`config.mk`:
```
export PLATFORM = sky130hd
export DESIGN_NAME = wb_master_arbiter
export DESIGN_NICKNAME = d
export VERILOG_FILES = /design/src/rtl/wb_pkg.sv /design/src/rtl/wb_watchdog.sv /design/src/rtl/wb_master_arbiter.sv
export SDC_FILE = /design/constraint.sdc
export NUM_CORES = 1
export LEC_CHECK = 0
export CAP_MARGIN = 5
export CORE_AREA = 2 2 125 127
export CTS_CLUSTER_SIZE = 24
export DETAILED_ROUTE_END_ITERATION = 12
export DIE_AREA = 0 0 127 129
export PLACE_DENSITY = 0.65
export SYNTH_ARGS = -nofsm -noshare
export SYNTH_HDL_FRONTEND = slang
export SYNTH_SLANG_ARGS = --single-unit
```
`constraint.sdc`:
```
create_clock -name clk_i -period 2.3 [get_ports clk_i]
set_input_delay 0.345 -clock clk_i [delete_from_list [all_inputs] [get_ports clk_i]]
set_output_delay 0.345 -clock clk_i [all_outputs]
set_load 0.02 [all_outputs]
```
`src/rtl/wb_pkg.sv`:
```
// Shared Wishbone definitions: bus widths, arbiter state encoding and the
// default read data returned when a transfer is ended by the watchdog.
package wb_pkg;

  localparam int WB_DATA_W = 32;
  localparam int WB_ADDR_W = 32;
  localparam int WB_SEL_W  = 4;

  localparam logic [31:0] TIMEOUT_DATA_DEF = 32'hDEAD_BEEF;

  typedef enum logic [1:0] {
    ST_IDLE = 2'd0,
    ST_GNT0 = 2'd1,
    ST_GNT1 = 2'd2,
    ST_TMO  = 2'd3
  } wb_state_e;

  function automatic wb_state_e gnt_state(input logic master);
    return master ? ST_GNT1 : ST_GNT0;
  endfunction

endpackage

```
`src/rtl/wb_watchdog.sv`:
```
// Per-transfer wait-for-ack counter; flags a stalled strobe that has waited
// LIMIT cycles without an acknowledge.
module wb_watchdog #(
  parameter int unsigned LIMIT = 255
) (
  input  logic clk_i,
  input  logic rst_ni,
  input  logic active_i,
  input  logic restart_i,
  input  logic stb_i,
  input  logic ack_i,
  output logic expired_o
);

  logic [15:0] cnt_q, cnt_d;

  always_comb begin
    cnt_d = cnt_q + 16'd1;
    if (!active_i || restart_i || ack_i || !stb_i) cnt_d = '0;
  end

  // A real ack in the limit cycle takes precedence over the timeout.
  assign expired_o = active_i && stb_i && !ack_i && (cnt_q == 16'(LIMIT));

  always_ff @(posedge clk_i or negedge rst_ni) begin
    if (!rst_ni) cnt_q <= '0;
    else         cnt_q <= cnt_d;
  end

endmodule

```
`src/rtl/wb_master_arbiter.sv`:
```
// Two-master round-robin Wishbone arbiter with a per-transfer watchdog that
// ends hung accesses with a synthetic ack and a sticky fault flag.
module wb_master_arbiter
  import wb_pkg::*;
#(
  parameter int WB_DATA_WIDTH  = WB_DATA_W,
  parameter int WB_ADDR_WIDTH  = WB_ADDR_W,
  parameter int WB_SEL_WIDTH   = WB_SEL_W,
  parameter int TIMEOUT_CYCLES = 255,
  parameter logic [WB_DATA_WIDTH-1:0] TIMEOUT_DATA = WB_DATA_WIDTH'(TIMEOUT_DATA_DEF)
) (
  input  logic                     clk_i,
  input  logic                     rst_ni,
  input  logic [WB_ADDR_WIDTH-1:0] m0_addr_i,
  input  logic [WB_DATA_WIDTH-1:0] m0_data_i,
  input  logic                     m0_we_i,
  input  logic [WB_SEL_WIDTH-1:0]  m0_sel_i,
  input  logic                     m0_stb_i,
  input  logic                     m0_cyc_i,
  output logic                     m0_ack_o,
  output logic [WB_DATA_WIDTH-1:0] m0_data_o,
  input  logic [WB_ADDR_WIDTH-1:0] m1_addr_i,
  input  logic [WB_DATA_WIDTH-1:0] m1_data_i,
  input  logic                     m1_we_i,
  input  logic [WB_SEL_WIDTH-1:0]  m1_sel_i,
  input  logic                     m1_stb_i,
  input  logic                     m1_cyc_i,
  output logic                     m1_ack_o,
  output logic [WB_DATA_WIDTH-1:0] m1_data_o,
  output logic [WB_ADDR_WIDTH-1:0] s_addr_o,
  output logic [WB_DATA_WIDTH-1:0] s_data_o,
  output logic                     s_we_o,
  output logic [WB_SEL_WIDTH-1:0]  s_sel_o,
  output logic                     s_stb_o,
  output logic                     s_cyc_o,
  input  logic                     s_ack_i,
  input  logic [WB_DATA_WIDTH-1:0] s_data_i,
  output logic [1:0]               grant_o,
  output logic                     timeout_o,
  output logic                     timeout_src_o,
  input  logic                     timeout_clr_i
);

  wb_state_e state_q, state_d;
  logic      last_q, last_d;
  logic      timeout_q, timeout_d;
  logic      src_q, src_d;

  logic owner, granted, own_cyc, own_stb, oth_cyc, expired, restart;

  // During TMO the owner is the master that just timed out.
  always_comb begin
    owner = 1'b0;
    if (state_q == ST_GNT1)     owner = 1'b1;
    else if (state_q == ST_TMO) owner = src_q;
  end

  assign granted = (state_q == ST_GNT0) || (state_q == ST_GNT1);
  assign own_cyc = owner ? m1_cyc_i : m0_cyc_i;
  assign own_stb = owner ? m1_stb_i : m0_stb_i;
  assign oth_cyc = owner ? m0_cyc_i : m1_cyc_i;
  assign restart = (state_d != state_q);

  wb_watchdog #(
    .LIMIT(TIMEOUT_CYCLES)
  ) u_watchdog (
    .clk_i    (clk_i),
    .rst_ni   (rst_ni),
    .active_i (granted),
    .restart_i(restart),
    .stb_i    (own_stb && own_cyc),
    .ack_i    (s_ack_i),
    .expired_o(expired)
  );

  always_comb begin
    state_d   = state_q;
    last_d    = last_q;
    src_d     = src_q;
    timeout_d = timeout_q;
    if (timeout_clr_i) timeout_d = 1'b0;
    unique case (state_q)
      ST_IDLE: begin
        if (m0_cyc_i && m1_cyc_i) state_d = last_q ? ST_GNT0 : ST_GNT1;
        else if (m0_cyc_i)        state_d = ST_GNT0;
        else if (m1_cyc_i)        state_d = ST_GNT1;
      end
      ST_GNT0, ST_GNT1: begin
        if (expired) begin
          state_d   = ST_TMO;
          timeout_d = 1'b1;
          src_d     = owner;
        end else if (!own_cyc) begin
          last_d  = owner;
          state_d = oth_cyc ? gnt_state(!owner) : ST_IDLE;
        end
      end
      ST_TMO: begin
        if (own_cyc) begin
          state_d = gnt_state(owner);
        end else begin
          last_d  = owner;
          state_d = oth_cyc ? gnt_state(!owner) : ST_IDLE;
        end
      end
      default: state_d = ST_IDLE;
    endcase
  end

  always_ff @(posedge clk_i or negedge rst_ni) begin
    if (!rst_ni) begin
      state_q   <= ST_IDLE;
      last_q    <= 1'b1;
      timeout_q <= 1'b0;
      src_q     <= 1'b0;
    end else begin
      state_q   <= state_d;
      last_q    <= last_d;
      timeout_q <= timeout_d;
      src_q     <= src_d;
    end
  end

  // Request/response paths are pure muxes while granted; TMO aborts the slave.
  always_comb begin
    s_addr_o  = '0;
    s_data_o  = '0;
    s_we_o    = 1'b0;
    s_sel_o   = '0;
    s_stb_o   = 1'b0;
    s_cyc_o   = 1'b0;
    m0_ack_o  = 1'b0;
    m0_data_o = '0;
    m1_ack_o  = 1'b0;
    m1_data_o = '0;
    if (granted && owner) begin
      s_addr_o  = m1_addr_i;
      s_data_o  = m1_data_i;
      s_we_o    = m1_we_i;
      s_sel_o   = m1_sel_i;
      s_stb_o   = m1_stb_i;
      s_cyc_o   = m1_cyc_i;
      m1_ack_o  = s_ack_i;
      m1_data_o = s_data_i;
    end else if (granted) begin
      s_addr_o  = m0_addr_i;
      s_data_o  = m0_data_i;
      s_we_o    = m0_we_i;
      s_sel_o   = m0_sel_i;
      s_stb_o   = m0_stb_i;
      s_cyc_o   = m0_cyc_i;
      m0_ack_o  = s_ack_i;
      m0_data_o = s_data_i;
    end else if (state_q == ST_TMO && owner) begin
      m1_ack_o  = 1'b1;
      m1_data_o = TIMEOUT_DATA;
    end else if (state_q == ST_TMO) begin
      m0_ack_o  = 1'b1;
      m0_data_o = TIMEOUT_DATA;
    end
  end

  always_comb begin
    grant_o = 2'b00;
    if (state_q != ST_IDLE) grant_o = owner ? 2'b10 : 2'b01;
  end

  assign timeout_o     = timeout_q;
  assign timeout_src_o = src_q;

endmodule

```
==> Yosys cells after proc, flatten, opt, wreduce, memory -nomap -nowiden <==
Index checks and enable logic that the tools add are counted.
{ "totals": {"reg_bits": 21, "latchBits": 0, "mem_bits_rw": 0, "mem_bits_ro": 0, "inputBits": 178, "output_inout_bits": 141, "memories": 0} }
{ "op_classes": {"add_sub_neg": 1, "n_mul": 0, "n_div": 0, "order_cmp": 0, "n_eq_ne": 6, "shift": 0, "mux": 50, "n_bitwise": 0, "reduce_logical": 20} }
{ "ops": {"columns": ["operator", "count"], "rows": [
  ["$mux W32", 11],
  ["$mux W1", 23],
  ["$mux W2", 11],
  ["$add A16 B1 Y16 const B", 1],
  ["$eq A16 B8 Y1 const B", 1],
  ["$mux W16", 1],
  ["$mux W4", 2],
  ["$logic_and A1 B1 Y1", 7],
  ["$pmux W2 S3", 1],
  ["$eq A2 B2 Y1 const B", 2],
  ["$logic_or A1 B1 Y1", 4],
  ["$reduce_and A2 Y1", 2],
  ["$reduce_bool A2 Y1", 2],
  ["$logic_not A1 Y1", 3],
  ["$eq A2 B1 Y1 const B", 1],
  ["$logic_not A2 Y1", 1],
  ["$ne A2 B2 Y1", 1],
  ["$ne A2 B2 Y1 const B", 1],
  ["$pmux W1 S2", 1],
  ["$reduce_or A2 Y1", 1]
]} }

==> Logic depth before layout (Yosys ltp) <==
{ "logic_depth": {"depth_word": 15, "ltp_mapped": 9} }

==> Modules after synthesis <==
A second synthesis with hierarchy kept.
{ "unflattened": {"hier_cells": 347, "area_unflattened_um2": 2587.5} }
{ "by_module_without_submodules": {"columns": ["mod", "instances", "cells_per_inst", "area_per_inst_um2"], "rows": [
  ["wb_master_arbiter", 1, 262, 1731.7],
  ["wb_watchdog", 1, 85, 855.8]
]} }

==> Worst setup path before layout <==
OpenSTA, ideal clock, no wires.
{ "synth_path": {"path_type": "reg-to-output", "startpoint": "reg state_q[0]", "endpoint": "out s_addr_o[21]", "arrival_ns": 2.279, "t_required_ns": 1.955, "setup_slack_ns": -0.324, "stages_incl_launch_ff": 9, "cell_sequence": "dfrtp_1 clkbuf_1 inv_1 ha_1 inv_1 nor2_1 clkbuf_1 buf_1 a22o_1"} }
{ "synth_via": {"elab_chain_len": 5, "word_cells_on_any_way": 9, "classes_between": "eq/ne: 3; mux: 4; reduce/logical: 2"} }
{ "synth_lines": {"columns": ["element", "line_no", "source"], "rows": [
  ["from (decl)", "wb_master_arbiter.sv:44", "wb_state_e state_q, state_d;"],
  ["from (signal assigned)", "wb_master_arbiter.sv:117", "state_q <= state_d;"],
  ["$eq A2 B2 Y1", "wb_master_arbiter.sv:55", "else if (state_q == ST_TMO) owner = src_q;"],
  ["$mux W1", "wb_master_arbiter.sv:55", null],
  ["$mux W1", "wb_master_arbiter.sv:54", "if (state_q == ST_GNT1) owner = 1'b1;"],
  ["$logic_and A1 B1 Y1", "wb_master_arbiter.sv:136", "if (granted && owner) begin"],
  ["$mux W32 (*)", "wb_master_arbiter.sv:136", null],
  ["to (decl)", "wb_master_arbiter.sv:30", "output logic [WB_ADDR_WIDTH-1:0] s_addr_o,"]
]} }
Mark *: on every way between the ends. The rest lies on a longest branch, timed or not.

==> Worst setup path after layout <==
{ "layout_path": {"startpoint": "reg state_q[1]", "endpoint": "reg u_watchdog.cnt_q[3]"} }
{ "layout_via": {"elab_chain_len": 15, "word_cells_on_any_way": 32, "classes_between": "eq/ne: 4; mux: 16; reduce/logical: 12"} }
{ "layout_lines": {"columns": ["element", "line_no", "source"], "rows": [
  ["$eq A2 B2 Y1", "wb_master_arbiter.sv:55, wb_master_arbiter.sv:82", null],
  ["$mux W1", "wb_master_arbiter.sv:55", null],
  ["$mux W1", "wb_master_arbiter.sv:54", null],
  ["$mux W1, on equally long branches", "wb_master_arbiter.sv:60, wb_master_arbiter.sv:59", null],
  ["$logic_and A1 B1 Y1", "wb_master_arbiter.sv:71", ".stb_i (own_stb && own_cyc),"],
  ["$logic_and A1 B1 Y1 (3 in a row)", "wb_watchdog.sv:23", "assign expired_o = active_i && stb_i && !ack_i && (cnt_q == 16'(LIMIT));"],
  ["$mux W2", "wb_master_arbiter.sv:89", "if (expired) begin"],
  ["$pmux W2 S3", "wb_master_arbiter.sv:82", "unique case (state_q)"],
  ["$ne A2 B2 Y1", "wb_master_arbiter.sv:62", "assign restart = (state_d != state_q);"],
  ["$logic_or A1 B1 Y1 (2 in a row)", "wb_watchdog.sv:19", "if (!active_i || restart_i || ack_i || !stb_i) cnt_d = '0;"],
  ["$logic_or A1 B1 Y1 (*)", "wb_watchdog.sv:19", null],
  ["$mux W16 (*)", "wb_watchdog.sv:19", null],
  ["net u_watchdog.cnt_d[3]", "wb_watchdog.sv:15", "logic [15:0] cnt_q, cnt_d;"],
  ["to (signal assigned)", "wb_watchdog.sv:27", "else cnt_q <= cnt_d;"],
  ["to (decl)", "wb_watchdog.sv:15", null]
]} }
The timed path passes the listed nets; every way through them passes the cells marked *.
A chain may end at the register's enable or synchronous reset.

==> reports/results.txt <==
Status = finished with violations
Failing checks = negative setup slack
Clock Pin Slew Worst Setup and Hold Paths = 0.06 ns
Die area = 16400 µm²
Ys Warns = 0
Non-filler cells, final = 897
Seq pwr share = 3.3%
Fin. max-slew vios = 0
Critical Path RT = 2.46 ns
First-pass GRT wire length = 27.1 mm
Place WS = -0.204 ns
Fmax = 434 MHz
Gate power share = 93.9%
1st-pass router iterations = 4
Die width = 127 µm
Slew headroom = 74.0%
Layout filler cell count = 1330
Hpwl dp = 15.7 mm
RSZ-0062 raised after global routing = yes
Fin crit period = 2.31 ns
Fin crit share = 100%
Slowest-stage cell, CP = dfrtp_1
FF+latch count, synth = 21
Clock tree sinks = 21
Clock Power Share = 2.8%
CP max FO = 8
Vias in the first global route = 4320
Initial detailed-routing violation count = 278
Fin nets = 893
FP Rows = 45
Crit path DAT = 2.47 ns
Buffers plus inverters on the worst setup path = 4
Util after Layout = 50.8%
Initial Util = 17.5%
Syn nets = 536
Area delta synth->final = 191%
Post-route DRC = 0
Root buf cell = clkbuf_16
H-Tree Depth = 1
Remaining global-route overflow = 0
Setup violations, final = 1
Gate Count Post-Synth = 353
IO buf count = 318
Worst Skew = 0.00370 ns
Post-DR wirelength/cell = 22.9 µm
CP startpoint kind = register
R2R Path Start = state_q[1]
Max cap viols = 0
Die H = 129 µm
HP Class = input port to async pin
Synth unique cells = 45
Crit path from = state_q[1]
Crit end category = register
Clock latency on the worst-skew pair = 0.26 ns
Crit-path cells = buf_6, ha_2, buf_4, o21ai_2, a31o_4, buf_6, o21ai_1, a22o_2, clkbuf_16, nor4_4
Min Hold Slack = 0.428 ns
Routed WL = 20.5 mm
Critical path's most frequent cell = buf_6
Internal power = 6.66 mW
VDD IR max = 1.28 mV
Setup ws final = -0.00677 ns
Mapped Avg Cell Area = 7.41 µm²
CP delay by family, top = compound AO/OA/AOI/OAI gates
Post-synth EDFFs = 0
Vias per cell = 4.92
Vias = 4410
# hold bufs at CTS = 0
Worst-Margin Slew = 0.387 ns
GRT Overall Usage = 22.1%
Top_reg_cell synth = dfrtp_1
Async SR Flop Fraction = 100%
IO Pins = 319
Largest net degree at the start of global routing = 45
Share of layout cells above drive strength 1 = 42.5%
Largest stage delay on the critical path = 0.43 ns
Sw Ratio = 50.4%
CTS Buf Count = 3
ANT cells = 0
CTS max path bufs = 2
Final Hold Viols = 0
Power per Cell Area = 1770 nW/µm²
Pleak = 3.37 nW
Post-Place Cells = 870
Antenna violations before repair = 0
Psw = 6.78 mW
Detail Route Antenna Nets = 0
Core box area = 15000 µm²
Mapped Area = 2620 µm²
Sequential share of the synthesized area = 20.1%
GP Congestion = 0.870
CTS tree = yes
Crit Path Class = register to register
==> placed cells by master, fill, tap and decap left out, drive strengths merged, types with 10 or more instances in the layout <==
cell type / count
clkdlybuf4s50: 179
and3: 10
clkbuf: 13
a22o: 70
nand2: 14
xnor2: 10
nor4: 19
inv: 34
o21ai: 37
nand3: 13
dfrtp: 20
buf: 181
a21oi: 31
==> kinds of logic (layout without fill, tap and decap cells) <==
logic type / after synthesis / in the layout / share of synthesized area [%]
simple gates: 91 / 91 / 20.4
xor+xnor: 14 / 14 / 4.69
compound gates: 152 / 152 / 42.0
buf+inv: 69 / 425 / 10.0
flops: 21 / 21 / 20.1
fa+ha+maj: 5 / 5 / 2.39
mux: 1 / 1 / 0.383
==> metrics by stage <==
| step | setup TNS, ns | power [mW] | area, µm² |
|---|---|---|---|
| after floorplan | 0 | 5.11 | 2680 |
| after global placement | -6.64 | 10.9 | 6620 |
| after detailed placement | -17.02 | 11.0 | 6620 |
| after CTS | -0.760 | 11.7 | 6880 |
| after global routing | -4.34 | 14.1 | 7610 |
| final | -0.00677 | 13.4 | 7610 |
==> layout make-up <==
class	count	area (µm²)	area share, %
Timing Repair Buffer	387	4080	53.6
Inverter	34	130	1.71
Tap cell	188	235	3.09
Clock buffer	3	75.1	0.986
Multi-Input combinational cell	263	2560	33.6
Sequential cell	21	527	6.92
Clock inverter	1	7.51	0.0986
==> registers in the layout, summed over array words and instances (netlist names) <==
register / count
timeout_o: 1
state_q: 2
last_q: 1
u_watchdog.cnt_q: 16
timeout_src_o: 1
==> power groups by stage <==
| stage | logic [mW] | registers [mW] | clock network (mW) |
|---|---|---|---|
| finish | 12.6 | 0.440 | 0.380 |
| global route | 13.2 | 0.445 | 0.407 |
| CTS | 10.8 | 0.438 | 0.393 |
| detailed placement | 10.5 | 0.445 | 0 |
| global placement | 10.5 | 0.443 | 0 |
| floorplan | 4.67 | 0.445 | 0 |
==> synth_stat cells, types with 2 or more instances <==
cell      instances  area share, %
nor3_1            2           0.38
a22o_1           70             23
nand3_1          13            2.5
nand4b_1          2           0.67
inv_1            34            4.9
o21ai_0          33            6.3
and2_1            8            1.9
ha_1              5            2.4
and3_1           10            2.4
nand2_1          13            1.9
a21oi_1          31            5.9
nand4_1           8            1.9
nor2_1            7            1.0
nor4_1           18            4.3
dfrtp_1          20             19
a311oi_1          2           0.67
a31o_2            2           0.67
o21ai_1           3           0.57
xor2_1            4            1.3
xnor2_1          10            3.3
buf_1             2           0.29
clkbuf_1         30            4.3
a31oi_1           2           0.48
buf_2             3           0.57
==> worst reg2reg max path, stage by stage, from the launching register on <==
cell and delay (ns):
dfrtp_1 0.43, buf_6 0.15, ha_2 0.19, buf_4 0.15, o21ai_2 0.13, a31o_4 0.20
buf_6 0.10, o21ai_1 0.06, a22o_2 0.33, clkbuf_16 0.19, nor4_4 0.29
==> timing repair <==
item / 4_1_cts / 5_1_grt
pin swaps: 3 / 7
gates cloned: 5 / 4
setup buffers: 9 / 5
setup endpoints to repair: 154 / 107
gates resized for setup: 430 / 257
==> metal layers <==
metal  global-route usage (%)  wire length (µm)  up-vias
met4                     3.68               320        0
met3                     11.8              2780       22
li1                         -                 -     2046
met5                        0                 0        -
met1                     26.6              7890     2104
met2                     35.5              9550      238
==> path summary, 6_finish.rpt <==
| check | to | slack [ns] | cells after the start |
|---|---|---|---|
| max | u_watchdog.cnt_q[3] | -0.007 | 10 |
| min | u_watchdog.cnt_q[6] | 0.43 | 2 |
| max reg2reg | u_watchdog.cnt_q[3] | -0.007 | 10 |
| min reg2reg | last_q | 0.51 | 2 |
| max in group asynchronous | last_q | 1.59 | 2 |
| min in group clk_i | last_q | 0.51 | 2 |
Note: power is estimated with default switching activity, not from simulation.
==> edit (same settings) <==
The package constant `WB_SEL_W` goes from 4 to 5.
--- a/src/rtl/wb_pkg.sv
+++ b/src/rtl/wb_pkg.sv
@@ -4,7 +4,7 @@
 
   localparam int WB_DATA_W = 32;
   localparam int WB_ADDR_W = 32;
-  localparam int WB_SEL_W  = 4;
+  localparam int WB_SEL_W  = 5;
 
   localparam logic [31:0] TIMEOUT_DATA_DEF = 32'hDEAD_BEEF;
 
Interface: changed (resized m0_sel_i, m1_sel_i and s_sel_o); port bits go from 319 to 322. No check against the original RTL was run, so the function may have changed too.
==> edit against the original RTL <==
  * Wire length decreased by 9.2%
  * Register-to-register slack worse by 0.05 ns
  * Power shrank 14%
  * Critical path depth up 1
  * Cell area shrank 9.8%
  * Sequential cell count unchanged
  * Area after synthesis down 2.2%
  * Via count decreased by 2.8%
  * Critical path type is now register to output port
  * Clock skew decreased by 0.0011 ns
  * The run still ends with negative setup slack left
  * Critical endpoint is now m0_data_o[13]
  * Largest cell class unchanged
  * Hold slack improved by 0.021 ns
  * Worst setup slack worse by 0.073 ns
  * Largest power group unchanged
  * Global-route usage down 2.0 points
  * Synthesized cell count is 2.8% lower
  * Sequential share of layout area rose by 0.75 points
==> edit: results (changes against the original RTL) <==
Critical path
The capture instance of the worst register-to-register path is u_watchdog.cnt_q[13]$_DFF_PN0_ (was u_watchdog.cnt_q[3]$_DFF_PN0_). The endpoint arrival time on the critical path is 2.03 ns (was 2.47 ns). The slack of the worst reg-to-reg path is -0.06 ns (was -0.007 ns).

The largest fanout of any net on the critical path is 6 (was 8). The cell family with the largest share of critical-path delay is buffers and inverters (was compound AO/OA/AOI/OAI gates). The startpoint-to-endpoint class of the critical path is register to output port (was register to register).

Logic synthesis
The post-synthesis compound-gate area fraction came to 0.4217 (was 0.4199). Most common library cells after synthesis: sky130_fd_sc_hd__a22o_1, sky130_fd_sc_hd__inv_1, sky130_fd_sc_hd__o21ai_0 (unchanged). The post-synthesis mux area share was 0.003914 (was 0.003826). The net count of the mapped netlist is 528 (was 536).

The synthesized instance count is 343 (was 353). The area share of xor/xnor cells in the synthesized design is 0.04795 (was 0.04687). Synth top area cells: sky130_fd_sc_hd__a22o_1, sky130_fd_sc_hd__dfrtp_1, sky130_fd_sc_hd__o21ai_0 (unchanged). The share of the yosys chip area belonging to registers is 0.2060 (was 0.2013).

GRT
The pin count of the biggest net entering global routing is 34 (was 45). The routing usage on met1 is 0.2588 (was 0.2665). The met2 layer usage reported by global route is 0.3529 (was 0.3545). The number of global-route vias before repair is 4354 (was 4320).

The number of antenna violations at the first check in global routing was 1 (was 0). The met3 global-route usage was 0.04657 (was 0.1181).

Finish
The inverter count came to 33 (was 34). The final standard cell utilization of the core is 0.4584 (was 0.5082). The count of plain and timing-repair buffers is 386 (was 387). The clock buffer instance count of the final layout was 4 (was 3). The proportion of layout cells with a drive suffix above 1 is 0.3605 (was 0.4245). The share of final layout cell area taken by clock buffers and inverters is 0.01148 (was 0.01085).

Run status
Status: finished with violations (unchanged). Violated checks: negative setup slack (unchanged).

Drt
The top routing layer in use was met5 (was met4). The number of iterations in the first detailed-routing pass is 6 (was 4). The via count of the routed design is 4287 (was 4410). The wire length on met1 is 7861 um (was 7892 um).

The overall routed net length is 18660 um (was 20550 um). The met2 wire length came to 9241 um (was 9551 um).

Power and ir drop
The leakage power total is 3.113 nW (was 3.370 nW). The maximum vdd drop was 1429 uV (was 1280 uV). The proportion of total power due to net switching is 0.5089 (was 0.5041).

Place
The final weighted congestion in routability-driven placement is 0.9058 (was 0.8700). The placed wire-length estimate is 14140 um (was 15660 um). The cell area after placement is 6264 um2 (was 6620 um2). The post-placement cell count was 856 (was 870).

STA
The count of final setup violators came to 20 (was 1). The transition at the pin with the smallest max-transition slack is 0.4948 ns (was 0.3866 ns). The largest clock skew in the final design is 0.002620 ns (was 0.003701 ns). The setup slack of the critical path after layout came to -0.07931 ns (was -0.006771 ns).

Clock tree
The buffers inserted during post-CTS setup optimization is 15 (was 9). The quantity of gates resized following cts was 469 (was 430).
edit: changes by cell type after synthesis, moves of 3 or more:
cell | before | now
sky130_fd_sc_hd__o21ai_1 | 3 | 0
sky130_fd_sc_hd__nor4_1 | 18 | 3
sky130_fd_sc_hd__xor2_1 | 4 | 10
sky130_fd_sc_hd__buf_6 | 0 | 3
sky130_fd_sc_hd__xnor2_1 | 10 | 4
sky130_fd_sc_hd__nor2_1 | 7 | 19
sky130_fd_sc_hd__nor2_2 | 0 | 3
sky130_fd_sc_hd__nand3_1 | 13 | 10
edit: power by group through the flow:
stage	sequential, W	clock (W)	combinational [W]
finish	0.000432	0.000371	0.0108
global route	0.000438	0.000397	0.0114
CTS	0.000432	0.000376	0.00937
detailed placement	0.000433	0	0.00927
global placement	0.000432	0	0.00920
floorplan	0.000452	0	0.00443
